[config.mk]
export PLATFORM = sky130hd
export DESIGN_NAME = prog_clock_divider_flat
export DESIGN_NICKNAME = d
export VERILOG_FILES = /design/src/rtl/prog_clock_divider_pkg.sv /design/src/rtl/prog_clock_divider_if.sv /design/src/rtl/prog_clock_divider_ch.sv /design/src/rtl/prog_clock_divider.sv /design/src/flat_wrapper.sv
export SDC_FILE = /design/constraint.sdc
export NUM_CORES = 1
export LEC_CHECK = 0
export BUFFER_PORTS_ARGS = -buffer_cell sky130_fd_sc_hd__clkbuf_2
export CAP_MARGIN = 5
export CORE_ASPECT_RATIO = 0.75
export CORE_MARGIN = 2
export CORE_UTILIZATION = 56
export CTS_CLUSTER_SIZE = 8
export DETAILED_ROUTE_END_ITERATION = 10
export PLACE_DENSITY = 0.74
export SLEW_MARGIN = 25
export SYNTH_ARGS = -nofsm -noshare
export SYNTH_HDL_FRONTEND = slang
export SYNTH_SLANG_ARGS = --single-unit
export TNS_END_PERCENT = 20
[constraint.sdc]
create_clock -name clk -period 6.2 [get_ports clk]
set_input_delay 0.62 -clock clk [delete_from_list [all_inputs] [get_ports clk]]
set_output_delay 0.62 -clock clk [all_outputs]
set_load 0.05 [all_outputs]
[src/rtl/prog_clock_divider_pkg.sv]
`default_nettype none
// ============================================================================
// Module   : prog_clock_divider_pkg
// Purpose  : Shared types and constants for the programmable clock divider.
//            Holds the per-channel state enum, the minimum legal divisor and
//            a constant-evaluable clog2 helper used for the channel index width.
// Ports    : none (package)
// Revision : 1.0 - initial release
// ============================================================================
package prog_clock_divider_pkg;

  // Per-channel run state.
  typedef enum logic [1:0] {
    CH_IDLE     = 2'd0,
    CH_RUN      = 2'd1,
    CH_STOPPING = 2'd2
  } ch_state_t;

  // Smallest divisor that still yields a clock: D=2 toggles every cycle.
  localparam int DIV_MIN = 2;

  // Ceiling log2; clog2(1) = 0.
  function automatic int clog2(input int value);
    int r;
    r = 0;
    for (int v = value - 1; v > 0; v = v >> 1) begin
      r = r + 1;
    end
    return r;
  endfunction

  // Channel-select width; at least one bit even for a single channel.
  function automatic int ch_idx_w(input int num_ch);
    return (clog2(num_ch) < 1) ? 1 : clog2(num_ch);
  endfunction

endpackage
`default_nettype wire

[src/rtl/prog_clock_divider_if.sv]
`default_nettype none
// ============================================================================
// Module   : prog_clock_divider_if
// Purpose  : Divisor write port of the programmable clock divider.
// Signals  : div_wvalid  - write request (master -> slave)
//            div_wch     - target channel index (master -> slave)
//            div_wdata   - new divisor value (master -> slave)
//            div_wready  - write acceptance (slave -> master), combinational
// Modports : master (requester), slave (divider)
// Revision : 1.0 - initial release
// ============================================================================
interface prog_clock_divider_if #(
  parameter int NUM_CH = 2,
  parameter int CNT_W  = 8
);
  import prog_clock_divider_pkg::*;

  localparam int CH_W = ch_idx_w(NUM_CH);

  logic             div_wvalid;
  logic [CH_W-1:0]  div_wch;
  logic [CNT_W-1:0] div_wdata;
  logic             div_wready;

  modport master (
    output div_wvalid,
    output div_wch,
    output div_wdata,
    input  div_wready
  );

  modport slave (
    input  div_wvalid,
    input  div_wch,
    input  div_wdata,
    output div_wready
  );

endinterface
`default_nettype wire

[src/rtl/prog_clock_divider_ch.sv]
`default_nettype none
// ============================================================================
// Module   : prog_clock_divider_ch
// Purpose  : One divider channel. Counts 0..D-1 while running, drives a
//            registered divided clock (low phase first) and a one-cycle tick
//            on each rising edge. New divisors are held in a shadow register
//            and only take effect on a period boundary (or at once when idle),
//            so a divisor change can never truncate a pulse.
// Macro    : PROG_CLOCK_DIVIDER_ODD_DUTY_EN - when defined, odd divisors get
//            a 50% duty cycle by ORing in a negedge-retimed copy of the
//            output; even divisors are unaffected.
// Ports    : clk        - clock
//            rst_n      - asynchronous active-low reset
//            i_en       - run enable
//            i_wr       - accepted divisor write (already qualified by ready)
//            i_wdata    - divisor value to capture into the shadow register
//            o_pending  - shadow holds a divisor not yet loaded
//            o_clk_out  - divided clock
//            o_tick     - one-cycle pulse coincident with o_clk_out rising
// Revision : 1.0 - initial release
// ============================================================================
module prog_clock_divider_ch
  import prog_clock_divider_pkg::*;
#(
  parameter int CNT_W       = 8,
  parameter int DEFAULT_DIV = 4
) (
  input  wire logic             clk,
  input  wire logic             rst_n,
  input  wire logic             i_en,
  input  wire logic             i_wr,
  input  wire logic [CNT_W-1:0] i_wdata,
  output logic                  o_pending,
  output logic                  o_clk_out,
  output logic                  o_tick
);

  localparam logic [CNT_W-1:0] c_ONE     = CNT_W'(1);
  localparam logic [CNT_W-1:0] c_DIV_MIN = CNT_W'(DIV_MIN);
  localparam logic [CNT_W-1:0] c_DIV_RST = (DEFAULT_DIV < DIV_MIN) ? c_DIV_MIN
                                                                    : CNT_W'(DEFAULT_DIV);

  ch_state_t        r_state;
  ch_state_t        w_state_nxt;
  logic [CNT_W-1:0] r_cnt;
  logic [CNT_W-1:0] w_cnt_nxt;
  logic [CNT_W-1:0] r_div;
  logic [CNT_W-1:0] w_div_nxt;
  logic [CNT_W-1:0] r_shadow;
  logic [CNT_W-1:0] w_shadow_nxt;
  logic             r_pending;
  logic             w_pending_nxt;
  logic             r_clk;
  logic             w_clk_nxt;
  logic             r_tick;
  logic             w_tick_nxt;
  logic             w_last;
  logic [CNT_W-1:0] w_hi_start;

  // --------------------------------------------------------------------------
  // State register
  // --------------------------------------------------------------------------
  always_ff @(posedge clk or negedge rst_n) begin
    if (!rst_n) begin
      r_state   <= CH_IDLE;
      r_cnt     <= '0;
      r_div     <= c_DIV_RST;
      r_shadow  <= c_DIV_RST;
      r_pending <= 1'b0;
      r_clk     <= 1'b0;
      r_tick    <= 1'b0;
    end else begin
      r_state   <= w_state_nxt;
      r_cnt     <= w_cnt_nxt;
      r_div     <= w_div_nxt;
      r_shadow  <= w_shadow_nxt;
      r_pending <= w_pending_nxt;
      r_clk     <= w_clk_nxt;
      r_tick    <= w_tick_nxt;
    end
  end

  // --------------------------------------------------------------------------
  // Next-state and output decode
  // --------------------------------------------------------------------------
  always_comb begin
    w_state_nxt   = r_state;
    w_cnt_nxt     = r_cnt;
    w_div_nxt     = r_div;
    w_shadow_nxt  = r_shadow;
    w_pending_nxt = r_pending;
    // ">=" rather than "==" so a stray count can never run past the period.
    w_last        = (r_cnt >= (r_div - c_ONE));

    // A write is only accepted with nothing pending, so it can never collide
    // with the shadow load below (which requires pending).
    if (i_wr && !r_pending) begin
      w_shadow_nxt  = (i_wdata < c_DIV_MIN) ? c_DIV_MIN : i_wdata;
      w_pending_nxt = 1'b1;
    end

    unique case (r_state)
      CH_IDLE: begin
        w_cnt_nxt = '0;
        if (r_pending) begin
          w_div_nxt     = r_shadow;
          w_pending_nxt = 1'b0;
        end
        if (i_en) begin
          w_state_nxt = CH_RUN;
        end
      end

      CH_RUN, CH_STOPPING: begin
        // RUN and STOPPING count identically; they differ only in whether the
        // period boundary restarts the clock or parks the channel.
        if (w_last) begin
          w_cnt_nxt = '0;
          if (r_pending) begin
            w_div_nxt     = r_shadow;
            w_pending_nxt = 1'b0;
          end
          w_state_nxt = i_en ? CH_RUN : CH_IDLE;
        end else begin
          w_cnt_nxt   = r_cnt + c_ONE;
          w_state_nxt = i_en ? CH_RUN : CH_STOPPING;
        end
      end

      default: begin
        w_state_nxt = CH_IDLE;
        w_cnt_nxt   = '0;
      end
    endcase

    // The clock register is computed from the *next* count and divisor, so
    // r_clk always reflects the count held in r_cnt during the same cycle.
    w_hi_start = w_div_nxt - (w_div_nxt >> 1);
    w_clk_nxt  = (w_state_nxt != CH_IDLE) && (w_cnt_nxt >= w_hi_start);
    w_tick_nxt = w_clk_nxt && !r_clk;
  end

  assign o_pending = r_pending;
  assign o_tick    = r_tick;

`ifdef PROG_CLOCK_DIVIDER_ODD_DUTY_EN
  // Half-cycle extension of the high phase for odd divisors. r_div is sampled
  // during the last high cycle, so a divisor change at the boundary cannot
  // stretch a pulse belonging to the new divisor.
  logic r_clk_neg;

  always_ff @(negedge clk or negedge rst_n) begin
    if (!rst_n) begin
      r_clk_neg <= 1'b0;
    end else begin
      r_clk_neg <= r_clk & r_div[0];
    end
  end

  assign o_clk_out = r_clk | r_clk_neg;
`else
  assign o_clk_out = r_clk;
`endif

endmodule
`default_nettype wire

[src/rtl/prog_clock_divider.sv]
`default_nettype none
// ============================================================================
// Module   : prog_clock_divider
// Purpose  : NUM_CH independent programmable clock dividers sharing one
//            divisor write port. This level only decodes the write to the
//            addressed channel and returns that channel's ready.
// Macro    : PROG_CLOCK_DIVIDER_ODD_DUTY_EN - 50% duty for odd divisors
//            (see prog_clock_divider_ch).
// Ports    : clk      - clock
//            rst_n    - asynchronous active-low reset
//            bus      - divisor write port (slave modport)
//            en       - per-channel run enable
//            clk_out  - per-channel divided clocks
//            tick     - per-channel rising-edge pulses
// Revision : 1.0 - initial release
// ============================================================================
module prog_clock_divider
  import prog_clock_divider_pkg::*;
#(
  parameter int NUM_CH      = 2,
  parameter int CNT_W       = 8,
  parameter int DEFAULT_DIV = 4
) (
  input  wire logic              clk,
  input  wire logic              rst_n,
  prog_clock_divider_if.slave    bus,
  input  wire logic [NUM_CH-1:0] en,
  output logic      [NUM_CH-1:0] clk_out,
  output logic      [NUM_CH-1:0] tick
);

  localparam int CH_W = ch_idx_w(NUM_CH);

  logic [NUM_CH-1:0] w_pending;
  logic [NUM_CH-1:0] w_wr;

  // Indices at or above NUM_CH match no channel, so they read as not ready
  // and the write goes nowhere.
  always_comb begin
    w_wr           = '0;
    bus.div_wready = 1'b0;
    for (int i = 0; i < NUM_CH; i++) begin
      if (bus.div_wch == CH_W'(i)) begin
        bus.div_wready = !w_pending[i];
        w_wr[i]        = bus.div_wvalid && !w_pending[i];
      end
    end
  end

  for (genvar g = 0; g < NUM_CH; g++) begin : g_ch
    prog_clock_divider_ch #(
      .CNT_W       (CNT_W),
      .DEFAULT_DIV (DEFAULT_DIV)
    ) u_ch (
      .clk       (clk),
      .rst_n     (rst_n),
      .i_en      (en[g]),
      .i_wr      (w_wr[g]),
      .i_wdata   (bus.div_wdata),
      .o_pending (w_pending[g]),
      .o_clk_out (clk_out[g]),
      .o_tick    (tick[g])
    );
  end

endmodule
`default_nettype wire
[src/flat_wrapper.sv]
// flat-port wrapper written by rule: the top's interface ports become plain ports
module prog_clock_divider_flat import prog_clock_divider_pkg::*;
#(
  parameter int NUM_CH      = 2,
  parameter int CNT_W       = 8,
  parameter int DEFAULT_DIV = 4
)
  (clk, rst_n, en, clk_out, tick, bus_div_wvalid, bus_div_wch, bus_div_wdata, bus_div_wready);
  prog_clock_divider_if #(.NUM_CH(NUM_CH), .CNT_W(CNT_W)) bus_i ();
  input  wire logic clk;
  input  wire logic rst_n;
  input  wire logic [NUM_CH-1:0] en;
  output logic      [NUM_CH-1:0] clk_out;
  output logic      [NUM_CH-1:0] tick;
  input wire logic [$bits(bus_i.div_wvalid)-1:0] bus_div_wvalid;
  input wire logic [$bits(bus_i.div_wch)-1:0] bus_div_wch;
  input wire logic [$bits(bus_i.div_wdata)-1:0] bus_div_wdata;
  output wire logic [$bits(bus_i.div_wready)-1:0] bus_div_wready;
  assign bus_i.div_wvalid = bus_div_wvalid;
  assign bus_i.div_wch = bus_div_wch;
  assign bus_i.div_wdata = bus_div_wdata;
  assign bus_div_wready = bus_i.div_wready;
  prog_clock_divider #(.NUM_CH(NUM_CH), .CNT_W(CNT_W), .DEFAULT_DIV(DEFAULT_DIV)) u_core (.clk(clk), .rst_n(rst_n), .bus(bus_i), .en(en), .clk_out(clk_out), .tick(tick));
endmodule
==> impl_metrics.py, run 1 <==
metrics = {
    "status": {
        "status": "complete, no violations",
    },
    "sta": {
        "setup_ws_ps": 833.1,
        "fin_hold_ws_ps": 407.3,
        "min_period_ps": 5367,
        "slew_headroom_pct": 49.28,
        "setup_tns_ps": 0,
        "worstMarginPinSlew_ps": 760.8,
        "rsz0062_at_grt": "false",
        "hold_viol_final": 0,
        "period_share_pct": 86.56,
        "report.final.slew_viol_count": 0,
        "finClkSkew_ps": 8.275,
        "setup_violations": 0,
        "timing.fmax_mhz": 186.3,
    },
    "detailed_routing": {
        "first_iter_violations": 147,
        "finalWirelength_um": 8785,
        "drt-pass1-iter-count": 4,
        "avgRoutedWirePerCell_um": 16.21,
        "postRouteAntennaNets": 0,
        "drc": 0,
        "vias_per_cell": 5.659,
        "vias": 3067,
    },
    "synth": {
        "ys.flop_type": "dfrtp_1",
        "syn_area_mm2": 0.004225,
        "synth-seq-area-share_pct": 34.47,
        "synthCells": 415,
        "postSynth.asyncResetShare_pct": 100.0,
        "yosysUniqueCellTypes": 61,
        "ys_seq_elements": 58,
        "synth.avg_cell_area_um2": 10.18,
        "synth-edff-count": 0,
        "yosys_warnings": 0,
        "syn-num-nets": 485,
    },
    "place": {
        "routabilityCongestion": 0.8326,
        "dp_hpwl_um": 6895,
        "port_buffers": 18,
        "dp_slack_ps": 886.7,
    },
    "final_layout": {
        "final_cell_mix": "ha_1 (54), dfrtp_1 (54), nor2_1 (37)",
        "area_growth_pct": 9.772,
        "nets": 506,
        "diodes": 0,
        "drive_above_1_share_pct": 17.23,
    },
    "floorplanning": {
        "die_x_um": 104.3,
        "die_area_mm2": 0.008263,
        "dieHeight_um": 79.23,
        "core_area_mm2": 0.007331,
        "ios": 19,
        "start_util_pct": 57.64,
        "rows": 27,
    },
    "cts": {
        "cts.sinks": 58,
        "cts_tree": "built",
        "cts_resized": 0,
        "cts_setup_buffers": 0,
        "cts_hold_buffers": 0,
        "clk_pin_slew_ps": 70,
        "clk_path_buf_depth": 2,
        "cts_root_buf": "clkbuf_8",
        "cts_buffers": 9,
        "insertion_delay_ps": 340,
        "htree_num_levels": 3,
    },
    "run": {
        "cap_violations": 0,
    },
    "setup_path": {
        "critPathLaunchType": "register",
        "worstPathRequired_ps": 6410,
        "criticalPathCategory": "register to register",
        "crit_arrival_ps": 5580,
        "worst_setup_path_end_kind": "register",
        "cp_max_fo": 13,
    },
    "grt": {
        "grt_use_total_pct": 23.20,
        "grt_max_degree": 59,
        "antenna_found_initial": 0,
        "globalRouteOverflowTotal": 0,
        "grt_pass1_vias": 2957,
        "grt_pass1_wl_um": 14950,
    },
    "worst_hold_path": {
        "hp-class": "input pin to asynchronous set/reset pin",
    },
}
## layer usage
layer | vias to the layer above | track usage, % | share of wire [%]
met5 | - | 0 | 0
met4 | 0 | 5.946 | 0.93
met3 | 9 | 4.680 | 5.0
met2 | 58 | 31.44 | 39
met1 | 1484 | 36.91 | 55
li1 | 1516 | - | -
## through the flow
step | area, um2 | utilization, % | std cells
global placement | 4387 | 59.84 | 526
global route | 4638 | 63.27 | 542
floorplan | 4225 | - | 415
CTS | 4638 | 63.27 | 542
finish | 4638 | 63.27 | 542
detailed placement | 4387 | 59.84 | 526
## worst paths after layout
path | depth (start not counted) | slack [ps] | from | to
worst max-delay path | 23 | 830 | u_core.g_ch[0].u_ch.r_div[3] | u_core.g_ch[0].u_ch.o_tick
worst min-delay path | 2 | 410 | rst_n | u_core.g_ch[1].u_ch.o_clk_out
worst max register to register | 23 | 830 | u_core.g_ch[0].u_ch.r_div[3] | u_core.g_ch[0].u_ch.o_tick
worst min register to register | 1 | 430 | u_core.g_ch[0].u_ch.o_clk_out | u_core.g_ch[0].u_ch.o_tick
max in group asynchronous | 2 | 5260 | rst_n | u_core.g_ch[0].u_ch.r_div[6]
min in group clk | 1 | 430 | u_core.g_ch[0].u_ch.o_clk_out | u_core.g_ch[0].u_ch.o_tick
## synthesized netlist by cell type (3+ instances only)
cell type  instances  area, um2
nand3_1           16      80.08
nand2b_1          10      62.56
inv_1             34      127.6
nor2b_1            3      18.77
nor2_1            37      138.9
mux2_2            12      135.1
buf_4              4      30.03
clkbuf_1           3      11.26
or2_2              3      18.77
xnor2_1           20      175.2
dfstp_2            4      105.1
ha_1              54      675.7
xor2_1            14      122.6
o21a_1             4      30.03
a21oi_1           20      100.1
o21ai_0           17      85.08
nand2_1           14      52.55
mux2i_1            5      50.05
a21o_1             4      30.03
a22o_1            13      113.9
a22oi_1           11      82.58
dfrtp_1           54       1351
nor3_1             9      45.04
## cells by family after synthesis
family,Yosys count,synth area share [%]
AND/OR/NAND/NOR,111,13.65
adder cells (fa/ha/maj),56,16.94
flip-flops,58,34.47
multiplexers,17,4.383
buffers and inverters,47,5.211
AO/OA/AOI/OAI,92,18.30
XOR/XNOR,34,7.048
## area by class of cell
cell class,count,area (um2)
clock buffers,10,137.6
clock inverters,6,113.9
fillers,597,2693
inverters,34,127.6
multi-input cells,310,2549
flip-flops and latches,58,1456
well taps,101,126.4
repair buffers,23,127.6
## critical path, cell delays in order, from the launching register on
cell	delay, ps
dfrtp_1	420
nor2_1	160
nand3_1	130
nor4_1	320
xnor2_1	140
ha_1	310
o21a_1	140
nand2_1	80
a31o_2	290
o311ai_4	560
a22o_1	320
ha_1	210
inv_1	60
fa_1	390
a21oi_1	160
nor2_1	50
nor2_1	140
xnor2_1	140
ha_1	260
and2_1	150
o21ai_0	130
o21ai_0	110
o41ai_1	450
nor3_1	100
## state kept, by name (all words and copies together), names as in the netlist
name / cells
u_core.g_ch.u_ch.o_pending: 2
u_core.g_ch.u_ch.o_tick: 2
u_core.g_ch.u_ch.r_cnt: 16
u_core.g_ch.u_ch.r_div: 16
u_core.g_ch.u_ch.r_state: 4
u_core.g_ch.u_ch.o_clk_out: 2
u_core.g_ch.u_ch.r_shadow: 16
Power of run 1 is not shown: default switching activity piles up to over one toggle a cycle in this logic, so the estimate is an artifact.
==> run 2: changes to the inputs <==
CTS_BUF_LIST = sky130_fd_sc_hd__clkbuf_4   (was default)
==> run 2 against run 1 <==
Net effect: die area unchanged; non-clock buffer count stayed put; worst setup slack got worse by 26 ps.
==> impl_metrics.py, run 2 (synthesis results as in run 1) <==
metrics = {
    "status": {
        "status": "complete, no violations",
    },
    "setup_path": {
        "crit_arrival_ps": 5700,
        "crit_path_cell_trace": "nor2_1, nand3_1, nor4_1, xnor2_1, ha_1, o21a_1, nand2_1, a31o_2, o311ai_4, a22o_1, ha_1, inv_1, fa_1, a21oi_1, nor2_1, nor2_1, xnor2_1, ha_1, and2_1, o21ai_0, o21ai_0, o41ai_1, nor2_1",
        "cp_max_fo": 13,
        "path_delay_family": "compound AO/OA/AOI/OAI gates",
        "worstPathRequired_ps": 6510,
        "slowest_delay_ps": 550,
        "critPathBufInv": 1,
        "crit_path_frequent_cell": "nor2_1",
        "worst_setup_path_end_kind": "register",
        "slowest_stage": "o311ai_4",
        "critPathLaunchType": "register",
        "criticalPathCategory": "register to register",
    },
    "detailed_routing": {
        "vias_per_cell": 5.688,
        "avgRoutedWirePerCell_um": 16.43,
        "drt-pass1-iter-count": 4,
        "first_iter_violations": 112,
        "postRouteAntennaNets": 0,
        "finalWirelength_um": 8907,
        "vias": 3083,
        "drc": 0,
    },
    "final_layout": {
        "drive_above_1_share_pct": 17.01,
        "final_cell_mix": "ha_1 (54), dfrtp_1 (54), nor2_1 (37)",
        "nets": 506,
        "area_growth_pct": 8.202,
        "n_fill_cell": 608,
        "reg_top3": "u_core.g_ch.u_ch.r_cnt (16), u_core.g_ch.u_ch.r_div (16), u_core.g_ch.u_ch.r_shadow (16)",
        "multi_input_area_mm2": 0.002549,
        "diodes": 0,
        "final-seq-area_mm2": 0.001456,
    },
    "cts": {
        "insertion_delay_ps": 420,
        "cts_buffers": 9,
        "clk_pin_slew_ps": 110,
        "cts_resized": 0,
        "cts.sinks": 58,
        "cts_tree": "built",
        "clk_path_buf_depth": 2,
        "cts_setup_buffers": 0,
        "cts_root_buf": "clkbuf_4",
        "cts_hold_buffers": 0,
        "htree_num_levels": 3,
    },
    "floorplanning": {
        "ios": 19,
        "dieHeight_um": 79.23,
        "rows": 27,
        "die_x_um": 104.3,
        "die_area_mm2": 0.008263,
        "start_util_pct": 57.64,
        "core_area_mm2": 0.007331,
    },
    "place": {
        "routabilityCongestion": 0.8326,
        "dp_hpwl_um": 6895,
        "port_buffers": 18,
    },
    "grt": {
        "grt_use_total_pct": 23.78,
        "globalRouteOverflowTotal": 0,
        "antenna_found_initial": 0,
        "grt_pass1_vias": 2986,
        "grt_max_degree": 59,
        "grt_pass1_wl_um": 15170,
    },
    "worst_hold_path": {
        "hp-class": "input pin to asynchronous set/reset pin",
    },
    "sta": {
        "period_share_pct": 86.98,
        "worstMarginPinSlew_ps": 763.0,
        "rsz0062_at_grt": "false",
        "setup_violations": 0,
        "slew_headroom_pct": 49.13,
        "report.final.slew_viol_count": 0,
        "min_period_ps": 5393,
        "finClkSkew_ps": 16.17,
        "hold_viol_final": 0,
        "timing.fmax_mhz": 185.4,
        "setup_tns_ps": 0,
    },
    "run": {
        "cap_violations": 0,
    },
}
==> run 2: routing by layer <==
layer | up-vias | routed length (um) | global-route usage (%)
met3 | 9 | 584 | 6.404
li1 | 1522 | - | -
met4 | 0 | 66 | 5.135
met1 | 1486 | 4795 | 36.72
met5 | - | 0 | 0
met2 | 66 | 3460 | 32.81
==> run 2: final cells by class <==
type                            count  area share, %
Multi-Input combinational cell    310          55.75
Sequential cell                    58          31.86
Timing Repair Buffer               23          2.791
Inverter                           34          2.791
Tap cell                          101          2.764
Clock inverter                      7          2.573
Clock buffer                        9          1.478
==> run 2: final timing paths <==
| path | from | endpoint | slack, ps | depth (start not counted) |
|---|---|---|---|---|
| worst max-delay path | u_core.g_ch[0].u_ch.r_div[3] | u_core.g_ch[0].u_ch.o_clk_out | 810 | 23 |
| worst min-delay path | rst_n | u_core.g_ch[1].u_ch.o_clk_out | 320 | 2 |
| worst max register to register | u_core.g_ch[0].u_ch.r_div[3] | u_core.g_ch[0].u_ch.o_clk_out | 810 | 23 |
| worst min register to register | u_core.g_ch[0].u_ch.o_clk_out | u_core.g_ch[0].u_ch.o_tick | 440 | 1 |
| max in group asynchronous | rst_n | u_core.g_ch[0].u_ch.r_cnt[6] | 5350 | 2 |
| min in group clk | en[1] | u_core.g_ch[1].u_ch.r_state[1] | 410 | 2 |
==> run 2: per-stage QoR <==
step | instance area, um2 | instances | hold WS [ps] | util (%) | setup slack (ps)
detailed placement | 4387 | 526 | 429.0 | 59.84 | 886.7
global route | 4572 | 542 | 393.5 | 62.37 | 301.8
finish | 4572 | 542 | 323.0 | 62.37 | 807.0
global placement | 4387 | 526 | 422.1 | 59.84 | 1053
CTS | 4572 | 542 | 364.5 | 62.37 | 812.9
floorplan | 4225 | 415 | 324.4 | - | 1477
==> run 2: worst reg2reg max path, cell delays in order, from the launching register on <==
cell	delay [ps]
dfrtp_1	430
nor2_1	160
nand3_1	130
nor4_1	320
xnor2_1	140
ha_1	320
o21a_1	140
nand2_1	80
a31o_2	290
o311ai_4	550
a22o_1	320
ha_1	210
inv_1	60
fa_1	400
a21oi_1	160
nor2_1	70
nor2_1	170
xnor2_1	150
ha_1	260
and2_1	150
o21ai_0	130
o21ai_0	110
o41ai_1	450
nor2_1	100
Power of run 2 is left out for the same reason.
==> run 3: changes to the inputs <==
SYNTH_HIERARCHICAL = 1   (was default)
==> run 3 against run 2 <==
Net effect: fmax shrank 1.8%; global-route usage fell by 0.86 points; cell count is 1.1% lower; critical path type unchanged.
==> impl_metrics.py, run 3 <==
metrics = {
    "run": {
        "cap_violations": 0,
    },
    "synth": {
        "yosys_warnings": 6,
        "synth.avg_cell_area_um2": 10.01,
        "synth_top_area_share_pct": 33.16,
        "ys.flop_type": "dfrtp_1",
        "synth-simple-area-share_pct": 14.49,
        "synth-edff-count": 0,
        "synth_top_area_cell": "dfrtp_1",
        "syn_area_mm2": 0.004075,
        "synthCells": 407,
        "synth_commonest_cells": "dfrtp_1 (54), ha_1 (54), inv_1 (36)",
        "postSynth.asyncResetShare_pct": 100.0,
        "synth-seq-area-share_pct": 35.74,
        "synth_top_family_by_area": "adder cells",
        "syn-num-nets": 477,
        "synth-xor-area-share_pct": 7.522,
        "synthTopCellsByArea": "dfrtp_1 (33%), ha_1 (17%), xnor2_1 (4.3%), inv_1 (3.3%), mux2_2 (3.3%)",
        "yosysUniqueCellTypes": 59,
        "ys_seq_elements": 58,
        "synthAdderAreaFrac_pct": 17.56,
        "synth_compound_area_share_pct": 16.89,
        "synthMuxAreaShare_pct": 3.807,
    },
    "final_layout": {
        "area_growth_pct": 7.553,
        "drive_above_1_share_pct": 15.07,
        "final_cell_mix": "ha_1 (54), dfrtp_1 (54), inv_1 (36)",
        "final-seq-area_mm2": 0.001456,
        "diodes": 0,
        "reg_top3": "u_core/g_ch.u_ch/r_cnt (16), u_core/g_ch.u_ch/r_div (16), u_core/g_ch.u_ch/r_shadow (16)",
        "multi_input_area_mm2": 0.002456,
        "nets": 503,
        "finalInstanceArea_mm2": 0.004383,
        "n_fill_cell": 587,
        "final_core_util_pct": 63.25,
    },
    "cts": {
        "cts_hold_buffers": 0,
        "clk_pin_slew_ps": 100,
        "cts_root_buf": "clkbuf_4",
        "insertion_delay_ps": 400,
        "cts_resized": 0,
        "htree_num_levels": 3,
        "cts.sinks": 58,
        "clk_path_buf_depth": 2,
        "cts_buffers": 9,
        "cts_tree": "built",
        "cts_setup_buffers": 0,
    },
    "sta": {
        "period_share_pct": 88.57,
        "worstMarginPinSlew_ps": 861.8,
        "report.final.slew_viol_count": 0,
        "hold_viol_final": 0,
        "timing.fmax_mhz": 182.1,
        "slew_headroom_pct": 42.43,
        "rsz0062_at_grt": "false",
        "setup_tns_ps": 0,
        "min_period_ps": 5491,
        "finClkSkew_ps": 10.51,
        "setup_violations": 0,
    },
    "detailed_routing": {
        "postRouteAntennaNets": 0,
        "first_iter_violations": 104,
        "vias_per_cell": 5.670,
        "finalWirelength_um": 8286,
        "vias": 3039,
        "drc": 0,
        "drt-pass1-iter-count": 4,
        "avgRoutedWirePerCell_um": 15.46,
    },
    "place": {
        "dp_hpwl_um": 6593,
        "placedInstanceArea_mm2": 0.004279,
        "routabilityCongestion": 0.8041,
        "port_buffers": 18,
    },
    "setup_path": {
        "worst_setup_path_end_kind": "register",
        "criticalPathCategory": "register to register",
        "crit_arrival_ps": 5780,
        "worstPathRequired_ps": 6480,
        "cp_max_fo": 13,
        "critPathLaunchType": "register",
    },
    "grt": {
        "antenna_found_initial": 0,
        "globalRouteOverflowTotal": 0,
        "grt_pass1_vias": 2896,
        "grt_pass1_wl_um": 14200,
        "grt_use_total_pct": 22.93,
        "grt_max_degree": 59,
    },
    "floorplanning": {
        "start_util_pct": 58.81,
        "core_area_mm2": 0.006929,
        "die_x_um": 102.5,
        "die_area_mm2": 0.007982,
        "dieHeight_um": 77.88,
        "rows": 26,
        "ios": 19,
    },
    "worst_hold_path": {
        "hp-class": "input pin to asynchronous set/reset pin",
    },
    "status": {
        "status": "complete, no violations",
    },
}
-- run 3: changes by cell type after synthesis, sizes merged, moves of 3 or more --
cell	previous run	this run
nor2b	3	9
nand2	14	19
mux2i	5	2
nor2	37	30
nand3	16	13
inv	34	37
buf	10	2
-- run 3: critical path: stages, from the launching register on --
cell       delay [ps]
dfrtp_1           440
nor4_1            420
nand2_1           150
xor2_1            170
ha_1              290
nand4_1            80
nor2_1            240
a211oi_2          160
o21ai_1           690
a22o_1            350
ha_1              210
inv_1              60
fa_1              400
a21o_1            170
a21oi_1           220
xnor2_1           180
ha_1              280
a21oi_1           130
nor2b_1            50
a2111oi_0         340
o21ai_1           150
and4b_1           200
-- run 3: worst paths after layout --
kind	startpoint	to	slack [ps]	depth (start not counted)
worst min-delay path	rst_n	u_core/g_ch[1].u_ch/r_cnt[0]	350	2
worst max register to register	u_core/g_ch[0].u_ch/r_div[3]	u_core/g_ch[0].u_ch/o_tick	710	21
max in group asynchronous	rst_n	u_core/g_ch[0].u_ch/r_cnt[5]	5360	2
worst max-delay path	u_core/g_ch[0].u_ch/r_div[3]	u_core/g_ch[0].u_ch/o_tick	710	21
min in group clk	en[0]	u_core/g_ch[0].u_ch/r_state[1]	440	2
worst min register to register	u_core/g_ch[1].u_ch/o_clk_out	u_core/g_ch[1].u_ch/o_tick	440	1
-- run 3: routing by layer --
layer  GRT usage (%)  vias to the layer above  share of wire [%]
met1           36.73                     1442                 55
met2           30.72                       76                 39
li1                -                     1515                  -
met3           5.225                        6                5.6
met5               0                        -                  0
met4           5.467                        0               0.76
-- run 3: kinds of logic after synthesis --
| group | count (synthesis) |
|---|---|
| xor gates and xnor gates | 35 |
| AOI/OAI and AO/OA | 89 |
| and+or+nand+nor | 113 |
| buffers and inverters | 42 |
| muxes | 14 |
| adders and majority gates | 56 |
| DFF | 58 |
-- run 3: metrics by stage --
step           setup WS, ps  hold slack (ps)  instances
5_1_grt               134.2            401.8        536
4_1_cts               668.0            363.9        536
6_report              708.6            349.4        536
3_3_place_gp          804.3            436.8        520
3_5_place_dp          694.9            435.3        520
2_1_floorplan          1632            324.4        407
-- run 3: cell type report --
cell class                      instances  area share [%]
Clock buffer                            9           1.542
Clock inverter                          7          0.8279
Inverter                               37           3.169
Multi-Input combinational cell        307           56.04
Sequential cell                        58           33.23
Tap cell                               98           2.798
Timing Repair Buffer                   20           2.398
Power of run 3 is left out for the same reason.
